<file path="config.mk">
export PLATFORM = sky130hd
export DESIGN_NAME = fft_mag_wr_flat
export DESIGN_NICKNAME = d
export VERILOG_FILES = /design/src/rtl/fft_mag_wr_pkg.sv /design/src/rtl/fft_mag_wr_if.sv /design/src/rtl/fft_mag_wr_amax_bmin_mag.sv /design/src/rtl/fft_mag_wr.sv /design/src/flat_wrapper.sv
export SDC_FILE = /design/constraint.sdc
export NUM_CORES = 1
export LEC_CHECK = 0
export CAP_MARGIN = 25
export CORE_ASPECT_RATIO = 0.5
export CORE_MARGIN = 2
export CORE_UTILIZATION = 45
export DETAILED_ROUTE_END_ITERATION = 8
export GPL_TIMING_DRIVEN = 0
export PLACE_DENSITY = 0.75
export RECOVER_POWER = 100
export SKIP_LAST_GASP = 1
export SYNTH_ARGS = -nofsm -noshare
export SYNTH_HDL_FRONTEND = slang
export SYNTH_SLANG_ARGS = --single-unit
</file>
<file path="constraint.sdc">
create_clock -name clk -period 4.4 [get_ports clk]
set_input_delay 1.1 -clock clk [delete_from_list [all_inputs] [get_ports clk]]
set_output_delay 1.1 -clock clk [all_outputs]
set_load 0.02 [all_outputs]
</file>
<file path="src/rtl/fft_mag_wr_pkg.sv">
// Shared types, sizes and helpers for the FFT magnitude writer.
// Holds the FSM state encoding, frame/bin sizing, the pipeline sideband
// payload and the saturating absolute-value helper.
package fft_mag_wr_pkg;

    localparam int unsigned FFT_LEN = 4096;
    localparam int unsigned BIN_W   = $clog2(FFT_LEN);
    localparam int unsigned DATA_W  = 16;
    localparam int unsigned MAG_W   = 16;
    // Must stay >= analyser top search address + 3x peak bin.
    localparam int unsigned WR_BINS = 2048;
    localparam int unsigned DC_BINS = 2;

    typedef enum logic [2:0] {
        ST_IDLE     = 3'd0,
        ST_WAIT_SOF = 3'd1,
        ST_CAPTURE  = 3'd2,
        ST_FLUSH    = 3'd3,
        ST_DONE     = 3'd4
    } state_e;

    // Sideband travelling alongside each beat through the magnitude pipeline.
    typedef struct packed {
        logic [BIN_W-1:0] bin;
        logic             wr_ok;   // bin < WR_BINS
        logic             dc;      // bin < DC_BINS, forced to zero
    } mag_side_t;

    // |x| with the most negative code saturated to the largest positive code.
    function automatic logic [DATA_W-1:0] abs_sat(input logic signed [DATA_W-1:0] x);
        logic [DATA_W-1:0] r;
        if (x == $signed({1'b1, {(DATA_W-1){1'b0}}})) begin
            r = {1'b0, {(DATA_W-1){1'b1}}};
        end else if (x[DATA_W-1]) begin
            r = $unsigned(-x);
        end else begin
            r = $unsigned(x);
        end
        return r;
    endfunction

endpackage

</file>
<file path="src/rtl/fft_mag_wr_if.sv">
// Stream and RAM-write interfaces for the FFT magnitude writer.
// fft_mag_wr_if: complex FFT beat stream (re, im, valid, last / ready).
// mag_wr_if    : single write port of the magnitude RAM (en, addr, data).
interface fft_mag_wr_if;
    import fft_mag_wr_pkg::*;

    logic signed [DATA_W-1:0] fft_re;
    logic signed [DATA_W-1:0] fft_im;
    logic                     fft_valid;
    logic                     fft_last;
    logic                     fft_ready;

    modport master (output fft_re, output fft_im, output fft_valid, output fft_last,
                    input  fft_ready);
    modport slave  (input  fft_re, input  fft_im, input  fft_valid, input  fft_last,
                    output fft_ready);
endinterface

interface mag_wr_if;
    import fft_mag_wr_pkg::*;

    logic             wr_en;
    logic [BIN_W-1:0] wr_addr;
    logic [MAG_W-1:0] wr_data;

    modport master (output wr_en, output wr_addr, output wr_data);
    modport slave  (input  wr_en, input  wr_addr, input  wr_data);
endinterface

</file>
<file path="src/rtl/fft_mag_wr_amax_bmin_mag.sv">
// Three-stage alpha-max-beta-min magnitude pipeline.
// S1: abs of re/im, S2: max/min, S3: mx + mn/4 + mn/8 saturated, registered
// straight onto the RAM write port. Valid and sideband ride along; data
// registers only load on valid beats so bubbles never disturb held values.
// Ports: clk, rst_n, in_valid/in_re/in_im/in_side (accepted beat),
//        out_wr/out_addr/out_mag (RAM write strobe, address, magnitude).
module amax_bmin_mag
    import fft_mag_wr_pkg::*;
(
    input  logic                     clk,
    input  logic                     rst_n,
    input  logic                     in_valid,
    input  logic signed [DATA_W-1:0] in_re,
    input  logic signed [DATA_W-1:0] in_im,
    input  mag_side_t                in_side,
    output logic                     out_wr,
    output logic [BIN_W-1:0]         out_addr,
    output logic [MAG_W-1:0]         out_mag
);

    logic              s1_valid;
    logic [DATA_W-1:0] s1_a;
    logic [DATA_W-1:0] s1_b;
    mag_side_t         s1_side;

    logic              s2_valid;
    logic [DATA_W-1:0] s2_mx;
    logic [DATA_W-1:0] s2_mn;
    mag_side_t         s2_side;

    logic [MAG_W:0]    sum_c;
    logic [MAG_W-1:0]  mag_c;

    // S1: absolute values
    always_ff @(posedge clk or negedge rst_n) begin
        if (!rst_n) begin
            s1_valid <= 1'b0;
            s1_a     <= '0;
            s1_b     <= '0;
            s1_side  <= '0;
        end else begin
            s1_valid <= in_valid;
            if (in_valid) begin
                s1_a    <= abs_sat(in_re);
                s1_b    <= abs_sat(in_im);
                s1_side <= in_side;
            end
        end
    end

    // S2: ordering
    always_ff @(posedge clk or negedge rst_n) begin
        if (!rst_n) begin
            s2_valid <= 1'b0;
            s2_mx    <= '0;
            s2_mn    <= '0;
            s2_side  <= '0;
        end else begin
            s2_valid <= s1_valid;
            if (s1_valid) begin
                s2_mx   <= (s1_a >= s1_b) ? s1_a : s1_b;
                s2_mn   <= (s1_a >= s1_b) ? s1_b : s1_a;
                s2_side <= s1_side;
            end
        end
    end

    // S3 arithmetic: one extra bit catches overflow for saturation
    always_comb begin
        sum_c = (MAG_W+1)'(s2_mx) + (MAG_W+1)'(s2_mn >> 2) + (MAG_W+1)'(s2_mn >> 3);
        mag_c = sum_c[MAG_W] ? {MAG_W{1'b1}} : sum_c[MAG_W-1:0];
        if (s2_side.dc) begin
            mag_c = '0;
        end
    end

    // S3 register: RAM write port
    always_ff @(posedge clk or negedge rst_n) begin
        if (!rst_n) begin
            out_wr   <= 1'b0;
            out_addr <= '0;
            out_mag  <= '0;
        end else begin
            out_wr <= s2_valid && s2_side.wr_ok;
            if (s2_valid) begin
                out_addr <= s2_side.bin;
                out_mag  <= mag_c;
            end
        end
    end

endmodule

</file>
<file path="src/rtl/fft_mag_wr.sv">
// FFT magnitude writer: captures one complex FFT frame per start, writes
// approximate magnitudes of the lower bins to the magnitude RAM and raises
// mag_done once the whole frame has been written.
// Ports: clk, rst_n, start (arm pulse), fft (beat stream, slave),
//        wr (RAM write port, master), mag_done (level, held until next start),
//        busy (WAIT_SOF/CAPTURE/FLUSH), frame_err (sticky length error).
module fft_mag_wr
    import fft_mag_wr_pkg::*;
(
    input  logic           clk,
    input  logic           rst_n,
    input  logic           start,
    fft_mag_wr_if.slave    fft,
    mag_wr_if.master       wr,
    output logic           mag_done,
    output logic           busy,
    output logic           frame_err
);

    state_e           state_q;
    state_e           state_d;
    logic [BIN_W-1:0] bin_q;
    logic [BIN_W-1:0] bin_d;
    logic             flush_q;
    logic             flush_d;
    logic             err_d;
    logic             ready_q;
    logic             accept_c;
    mag_side_t        side_c;

    assign fft.fft_ready = ready_q;
    assign accept_c      = fft.fft_valid && ready_q;

    // Sideband for the beat being accepted this cycle
    always_comb begin
        side_c.bin   = bin_q;
        side_c.wr_ok = 32'(bin_q) < WR_BINS;
        side_c.dc    = 32'(bin_q) < DC_BINS;
    end

    // State, counters and registered outputs
    always_ff @(posedge clk or negedge rst_n) begin
        if (!rst_n) begin
            state_q   <= ST_IDLE;
            bin_q     <= '0;
            flush_q   <= 1'b0;
            ready_q   <= 1'b0;
            busy      <= 1'b0;
            mag_done  <= 1'b0;
            frame_err <= 1'b0;
        end else begin
            state_q   <= state_d;
            bin_q     <= bin_d;
            flush_q   <= flush_d;
            ready_q   <= (state_d == ST_WAIT_SOF) || (state_d == ST_CAPTURE);
            busy      <= (state_d == ST_WAIT_SOF) || (state_d == ST_CAPTURE) ||
                         (state_d == ST_FLUSH);
            mag_done  <= (state_d == ST_DONE);
            frame_err <= err_d;
        end
    end

    // Next-state logic
    always_comb begin
        state_d = state_q;
        bin_d   = bin_q;
        flush_d = 1'b0;
        err_d   = frame_err;
        case (state_q)
            ST_IDLE, ST_DONE: begin
                if (start) begin
                    state_d = ST_WAIT_SOF;
                    bin_d   = '0;
                    err_d   = 1'b0;
                end
            end
            ST_WAIT_SOF, ST_CAPTURE: begin
                // bin_q is always 0 in WAIT_SOF, so both states share the beat logic
                if (accept_c) begin
                    if (bin_q == BIN_W'(FFT_LEN - 1)) begin
                        state_d = ST_FLUSH;
                        bin_d   = '0;
                        if (!fft.fft_last) begin
                            err_d = 1'b1;
                        end
                    end else if (fft.fft_last) begin
                        // short frame: drop it, in-flight writes still complete
                        state_d = ST_WAIT_SOF;
                        bin_d   = '0;
                        err_d   = 1'b1;
                    end else begin
                        state_d = ST_CAPTURE;
                        bin_d   = bin_q + BIN_W'(1);
                    end
                end
            end
            ST_FLUSH: begin
                // two FLUSH cycles: mag_done rises with the final RAM write
                flush_d = 1'b1;
                if (flush_q) begin
                    state_d = ST_DONE;
                end
            end
            default: begin
                state_d = ST_IDLE;
            end
        endcase
    end

    amax_bmin_mag u_mag (
        .clk      (clk),
        .rst_n    (rst_n),
        .in_valid (accept_c),
        .in_re    (fft.fft_re),
        .in_im    (fft.fft_im),
        .in_side  (side_c),
        .out_wr   (wr.wr_en),
        .out_addr (wr.wr_addr),
        .out_mag  (wr.wr_data)
    );

endmodule

</file>
<file path="src/flat_wrapper.sv">
// flat-port wrapper written by rule: the top's interface ports become plain ports
module fft_mag_wr_flat import fft_mag_wr_pkg::*;
  (clk, rst_n, start, mag_done, busy, frame_err, fft_fft_re, fft_fft_im, fft_fft_valid, fft_fft_last, fft_fft_ready, wr_wr_en, wr_wr_addr, wr_wr_data);
  fft_mag_wr_if fft_i ();
  mag_wr_if wr_i ();
  input  logic clk;
  input  logic rst_n;
  input  logic start;
  output logic mag_done;
  output logic busy;
  output logic frame_err;
  input wire logic [$bits(fft_i.fft_re)-1:0] fft_fft_re;
  input wire logic [$bits(fft_i.fft_im)-1:0] fft_fft_im;
  input wire logic [$bits(fft_i.fft_valid)-1:0] fft_fft_valid;
  input wire logic [$bits(fft_i.fft_last)-1:0] fft_fft_last;
  output wire logic [$bits(fft_i.fft_ready)-1:0] fft_fft_ready;
  output wire logic [$bits(wr_i.wr_en)-1:0] wr_wr_en;
  output wire logic [$bits(wr_i.wr_addr)-1:0] wr_wr_addr;
  output wire logic [$bits(wr_i.wr_data)-1:0] wr_wr_data;
  assign fft_i.fft_re = fft_fft_re;
  assign fft_i.fft_im = fft_fft_im;
  assign fft_i.fft_valid = fft_fft_valid;
  assign fft_i.fft_last = fft_fft_last;
  assign fft_fft_ready = fft_i.fft_ready;
  assign wr_wr_en = wr_i.wr_en;
  assign wr_wr_addr = wr_i.wr_addr;
  assign wr_wr_data = wr_i.wr_data;
  fft_mag_wr u_core (.clk(clk), .rst_n(rst_n), .start(start), .fft(fft_i), .wr(wr_i), .mag_done(mag_done), .busy(busy), .frame_err(frame_err));
endmodule
</file>
==> results.sh, run 1 <==
export IMPL_status="complete, but fails checks"
export IMPL_violations="max-capacitance violations, max-slew violations"
export IMPL_syn_area_um2=7553
export IMPL_cts_resized=0
export IMPL_place_ws_ps=682.8
export IMPL_async_reset_ff_frac=1.000
export IMPL_syn_inst=755
export IMPL_ys_seq_elements=141
export IMPL_die_w_um=187.2
export IMPL_grt_max_degree=77
export IMPL_max_stage_delay_ps=600
export IMPL_cts_sink_count=141
export IMPL_area_growth_synth_to_final_pct=21.34
export IMPL_io_pins=70
export IMPL_slew_viol_final=76
export IMPL_yosysSeqAreaShare=0.4671
export IMPL_fp_dieH_um=95.61
export IMPL_routabilityCongestion=0.9281
export IMPL_tightest_slew_ps=1928
export IMPL_cp_num_buf_inv=2
export IMPL_synth_top_area_frac=0.4671
export IMPL_drt_first_iter_violations=383
export IMPL_p_per_area_nw_per_um2=860.3
export IMPL_track_usage=0.2103
export IMPL_clk_latency_ps=430
export IMPL_ff_latch_area_um2=3528
export IMPL_postLayoutCoreUtil=0.5591
export IMPL_synth_cell_types=56
export IMPL_wire_per_inst_um=16.65
export IMPL_ir_drop_v=0.0003581
export IMPL_fillCellCount=1389
export IMPL_avgSynthCellArea_um2=10.00
export IMPL_fin_crit_ps=3544
export IMPL_syn_nets=840
export IMPL_cts_root_buf="clkbuf_16"
export IMPL_layout_drive_gt1_share=0.07585
export IMPL_min_path_type="register to register"
export IMPL_worst_setup_path_end_kind="register"
export IMPL_hold_viol_final=0
export IMPL_clkTransAtPathRegs_ps=60
export IMPL_ctsHoldBuffers=0
export IMPL_viasPerCell=5.541
export IMPL_worst_ep_required_time_ps=4730
export IMPL_timing_final_ws_setup_ps=855.8
export IMPL_fin_crit_sh=0.8055
export IMPL_place_area_um2=8557
export IMPL_slew_headroom=-0.2855
export IMPL_crit_slowest_cell="dlygate4sd3_1"
export IMPL_synth_ff_type="dfrtp_1"
export IMPL_rsz0062_at_grt="false"
export IMPL_port_buffers=69
export IMPL_drc=0
export IMPL_drtPass1Iterations=6
export IMPL_maxCapViolCount=1
export IMPL_nNetsFinal=929
export IMPL_first_global_vias=6017
export IMPL_die_area_um2=17900
export IMPL_grt_pass1_wl_mm=29.79
export IMPL_antenna_left=0
export IMPL_multi_input_area_um2=3742
export IMPL_initial_core_util=0.4608
export IMPL_crit_arrival_ps=3870
export IMPL_cts_max_path_buffers=2
export IMPL_numCtsBuffers=17
export IMPL_setup_tns_final_ps=0
export IMPL_hpwl_mm=13.15
export IMPL_final_setup_viol_count=0
export IMPL_fin_area_um2=9165
export IMPL_synth_area_top_cells="dfrtp_1 47%, ha_1 5.6%, a21oi_1 4.2%"
export IMPL_fin_worst_skew_ps=15.42
export IMPL_synth_edf_count=0
export IMPL_core_area_um2=16390
export IMPL_yosys_cell_count_top_type="dfrtp_1"
export IMPL_cp_max_fo=10
export IMPL_cellLeakagePower_nw=4.145
export IMPL_yosysWarnings=0
export IMPL_synthTopCellsByCount="141 x dfrtp_1, 72 x nand2_1, 64 x nor2_1, 63 x a21oi_1, 50 x o21ai_0"
export IMPL_place_inst=1052
export IMPL_antenna_found_initial=0
export IMPL_htreeDepth=4
export IMPL_crit_path_cell_trace="dlygate4sd3_1 -> or4_1 -> or2_0 -> or3_1 -> or2_0 -> o21a_1 -> clkbuf_1 -> a22oi_1"
export IMPL_whs_ps=377.5
export IMPL_cp_common_cell="or2_0"
export IMPL_rows=33
export IMPL_crit_type="input pin to register"
export IMPL_critPathTopFamily="simple AND/OR/NAND/NOR gates"
export IMPL_grt_overflow=0
export IMPL_critPathLaunchType="input pin"
export IMPL_postCtsSetupRepairBufs=0
export IMPL_vias=6006
export IMPL_stdcell_count=1084
export IMPL_fmax_mhz=282.2
export IMPL_antennaDiodeCount=0
export IMPL_cts_tree="built"
export IMPL_wirelength_mm=18.05
export IMPL_yosysTopAreaCell="dfrtp_1"
export IMPL_finalPower_mw=7.885
state kept, by name, summed over array words and instances (netlist names), 3 cells and up:
| register | flops |
|---|---|
| u_core.u_mag.out_mag | 16 |
| u_core.u_mag.s1_a | 16 |
| u_core.state_q | 3 |
| u_core.u_mag.s1_side | 14 |
| u_core.u_mag.s2_side | 14 |
| u_core.u_mag.s2_mn | 14 |
| u_core.u_mag.s2_mx | 16 |
| u_core.u_mag.out_addr | 12 |
| u_core.bin_q | 12 |
| u_core.u_mag.s1_b | 16 |
placed cells by master (no fill, tap or decap), types with 10 or more instances in the layout:
cell / n
a21o_1: 10
a21oi_1: 63
a22oi_1: 13
a31oi_1: 11
clkbuf_1: 33
clkbuf_16: 17
clkdlybuf4s50_1: 31
dfrtp_1: 141
dlygate4sd3_1: 37
fa_1: 14
ha_1: 34
inv_1: 41
mux2_2: 26
mux2i_1: 31
nand2_1: 72
nand3_1: 14
nand4_1: 10
nor2_1: 64
o21ai_0: 51
xnor2_1: 11
xor2_1: 31
cells by family (layout without fill, tap and decap cells):
kind of cell / after synthesis / count (layout) / synth area share
XOR/XNOR: 42 / 42 / 0.04870
AO/OA/AOI/OAI: 188 / 188 / 0.1509
adder cells (fa/ha/maj): 48 / 48 / 0.09342
multiplexers: 57 / 57 / 0.07984
AND/OR/NAND/NOR: 204 / 204 / 0.1226
buffers and inverters: 75 / 177 / 0.03743
flip-flops: 141 / 141 / 0.4671
layer usage:
| metal | vias to the layer above | routed length (µm) | part of all wire | track usage |
|---|---|---|---|---|
| met3 | 39 | 1020 | 0.057 | 0.05006 |
| li1 | 2843 | - | - | - |
| met2 | 182 | 8578 | 0.48 | 0.3609 |
| met4 | 0 | 352 | 0.020 | 0.07937 |
| met5 | - | 0 | 0 | 0 |
| met1 | 2942 | 8096 | 0.45 | 0.2629 |
cell type report:
type	count	area share
clock inverters	15	0.02075
multi-input cells	539	0.4083
inverters	42	0.01720
clock buffers	17	0.04642
repair buffers	70	0.07782
plain buffers	33	0.01352
flip-flops and latches	141	0.3850
well taps	227	0.03099
worst paths after layout:
| kind | from | end | slack, ps | cells after the start |
|---|---|---|---|---|
| setup / recovery | fft_fft_im[6] | u_core.u_mag.s1_b[11] | 860 | 8 |
| hold / removal | u_core.u_mag.s1_valid | u_core.u_mag.s2_valid | 380 | 0 |
| max in group asynchronous | rst_n | u_core.u_mag.s2_mx[14] | 2050 | 1 |
| hold reg to reg | u_core.u_mag.s1_valid | u_core.u_mag.s2_valid | 380 | 0 |
| setup reg to reg | u_core.u_mag.s2_mx[1] | u_core.u_mag.out_mag[13] | 1060 | 9 |
| min in group asynchronous | rst_n | u_core.fft.fft_ready | 1220 | 1 |
worst register-to-register path: cells and delay by family (launching register included):
family	cells	cell delay [ps]
AOI/OAI and AO/OA	6	1690
adders and majority gates	3	1150
DFF	1	400
power by group:
group	switching [mW]	internal [mW]
registers	0.397	1.72
logic	2.39	1.87
clock network	0.643	0.867
total	3.43	4.45
Power figures use the tool's default switching activity.
==> run 2, diff against run 1 <==
- clock period: 4.4 -> 3.6 ns (I/O delays scaled with it)
==> results.sh, run 2 (synthesis results as in run 1) <==
export IMPL_antenna_left=0
export IMPL_die_w_um=187.2
export IMPL_p_per_area_nw_per_um2=1054
export IMPL_grt_overflow=0
export IMPL_hold_viol_final=0
export IMPL_htreeDepth=4
export IMPL_postLayoutCoreUtil=0.5579
export IMPL_layout_drive_gt1_share=0.07585
export IMPL_antennaDiodeCount=0
export IMPL_clkTransAtPathRegs_ps=60
export IMPL_critPathLaunchType="input pin"
export IMPL_slew_headroom=-0.2569
export IMPL_fin_crit_ps=3344
export IMPL_drt_first_iter_violations=353
export IMPL_final_cell_mix="141 x dfrtp_1, 72 x nand2_1, 64 x nor2_1"
export IMPL_first_global_vias=6017
export IMPL_cts_resized=0
export IMPL_cts_tree="built"
export IMPL_die_area_um2=17900
export IMPL_fp_dieH_um=95.61
export IMPL_vias=5981
export IMPL_antenna_found_initial=0
export IMPL_tightest_slew_ps=1885
export IMPL_crit_arrival_ps=3680
export IMPL_nNetsFinal=929
export IMPL_ir_drop_v=0.0004375
export IMPL_layout_commonest_cell="dfrtp_1"
export IMPL_drc=0
export IMPL_final_setup_viol_count=0
export IMPL_cp_max_fo=10
export IMPL_rows=33
export IMPL_drtPass1Iterations=5
export IMPL_io_pins=70
export IMPL_setup_tns_final_ps=0
export IMPL_wirelength_mm=18.09
export IMPL_wire_per_inst_um=16.69
export IMPL_whs_path_depth=0
export IMPL_area_growth_synth_to_final_pct=21.07
export IMPL_cts_root_buf="clkbuf_16"
export IMPL_clk_latency_ps=430
export IMPL_rsz0062_at_grt="false"
export IMPL_cts_sink_count=141
export IMPL_numCtsBuffers=17
export IMPL_violations="max-capacitance violations, max-slew violations"
export IMPL_worst_setup_path_end_kind="register"
export IMPL_cellLeakagePower_nw=4.137
export IMPL_maxCapViolCount=1
export IMPL_cts_max_path_buffers=2
export IMPL_reg2regPathDepth=9
export IMPL_slew_viol_final=77
export IMPL_postCtsSetupRepairBufs=0
export IMPL_worst_ep_required_time_ps=3930
export IMPL_initial_core_util=0.4608
export IMPL_track_usage=0.2103
export IMPL_fin_worst_skew_ps=17.13
export IMPL_viasPerCell=5.518
export IMPL_status="complete, but fails checks"
export IMPL_fin_crit_sh=0.9288
export IMPL_fmax_mhz=299.1
export IMPL_crit_type="input pin to register"
export IMPL_grt_pass1_wl_mm=29.79
export IMPL_hpwl_mm=13.15
export IMPL_routabilityCongestion=0.9281
export IMPL_core_area_um2=16390
export IMPL_min_path_type="register to register"
export IMPL_port_buffers=69
export IMPL_reg2reg_slack_ps=270
export IMPL_grt_max_degree=77
export IMPL_ctsHoldBuffers=0
run 2: cell count changes in the layout (fill, tap and decap cells not counted):
cell | before | now
buf_16 | 1 | 0
clkbuf_4 | 0 | 1
run 2: layout make-up:
cell class / instances / area (µm²)
Buffer: 33 / 123.9
Fill cell: 1391 / 7247
Timing Repair Buffer: 70 / 693.2
Inverter: 42 / 157.7
Sequential cell: 141 / 3528
Tap cell: 227 / 284.0
Multi-Input combinational cell: 539 / 3742
Clock buffer: 17 / 425.4
Clock inverter: 15 / 190.2
run 2: path summary, 6_finish.rpt:
check | endpoint | startpoint
max | u_core.u_mag.s1_b[11] | fft_fft_im[6]
min | u_core.u_mag.s2_valid | u_core.u_mag.s1_valid
max reg2reg | u_core.u_mag.out_mag[13] | u_core.u_mag.s2_mx[1]
min reg2reg | u_core.u_mag.s2_valid | u_core.u_mag.s1_valid
max in group asynchronous | u_core.u_mag.out_mag[10] | rst_n
min in group asynchronous | u_core.fft.fft_ready | rst_n
run 2: power by group:
| group | internal (mW) | switching, mW | total [mW] |
|---|---|---|---|
| registers | 2.10 | 0.483 | 2.58 |
| logic | 2.28 | 2.93 | 5.21 |
| clock network | 1.06 | 0.786 | 1.85 |
run 2: through the flow:
| step | hold slack (ps) | instance area [µm²] | worst slack (ps) | power (mW) | std cells |
|---|---|---|---|---|---|
| 2_1_floorplan | 351.9 | 7553 | 539.8 | 6.411 | 755 |
| 3_3_place_gp | 361.3 | 8528 | -3995 | 7.578 | 1051 |
| 3_5_place_dp | 358.1 | 8557 | 82.83 | 7.769 | 1052 |
| 4_1_cts | 378.3 | 9173 | 262.5 | 9.691 | 1084 |
| 5_1_grt | 392.5 | 9145 | 128.1 | 10.41 | 1084 |
| 6_report | 377.5 | 9145 | 256.3 | 9.641 | 1084 |
run 2: layer usage:
metal	GRT usage	part of all wire	vias to the layer above	wire (µm)
li1	-	-	2847	-
met1	0.2629	0.46	2936	8257
met2	0.3609	0.47	161	8537
met3	0.05006	0.051	37	925
met4	0.07937	0.020	0	366
met5	0	0	-	0
run 2: critical path, cell delays in order:
cell and delay [ps]:
dlygate4sd3_1 610, or4_1 580, or2_0 270, or3_1 370, or2_0 260, o21a_1 220
clkbuf_1 250, a22oi_1 220
==> run 3, diff against run 2 <==
- CTS_CLUSTER_DIAMETER: default -> 60
==> results of run 3 <==
The final DEF is identical to that of run 2; final timing and power are the same.
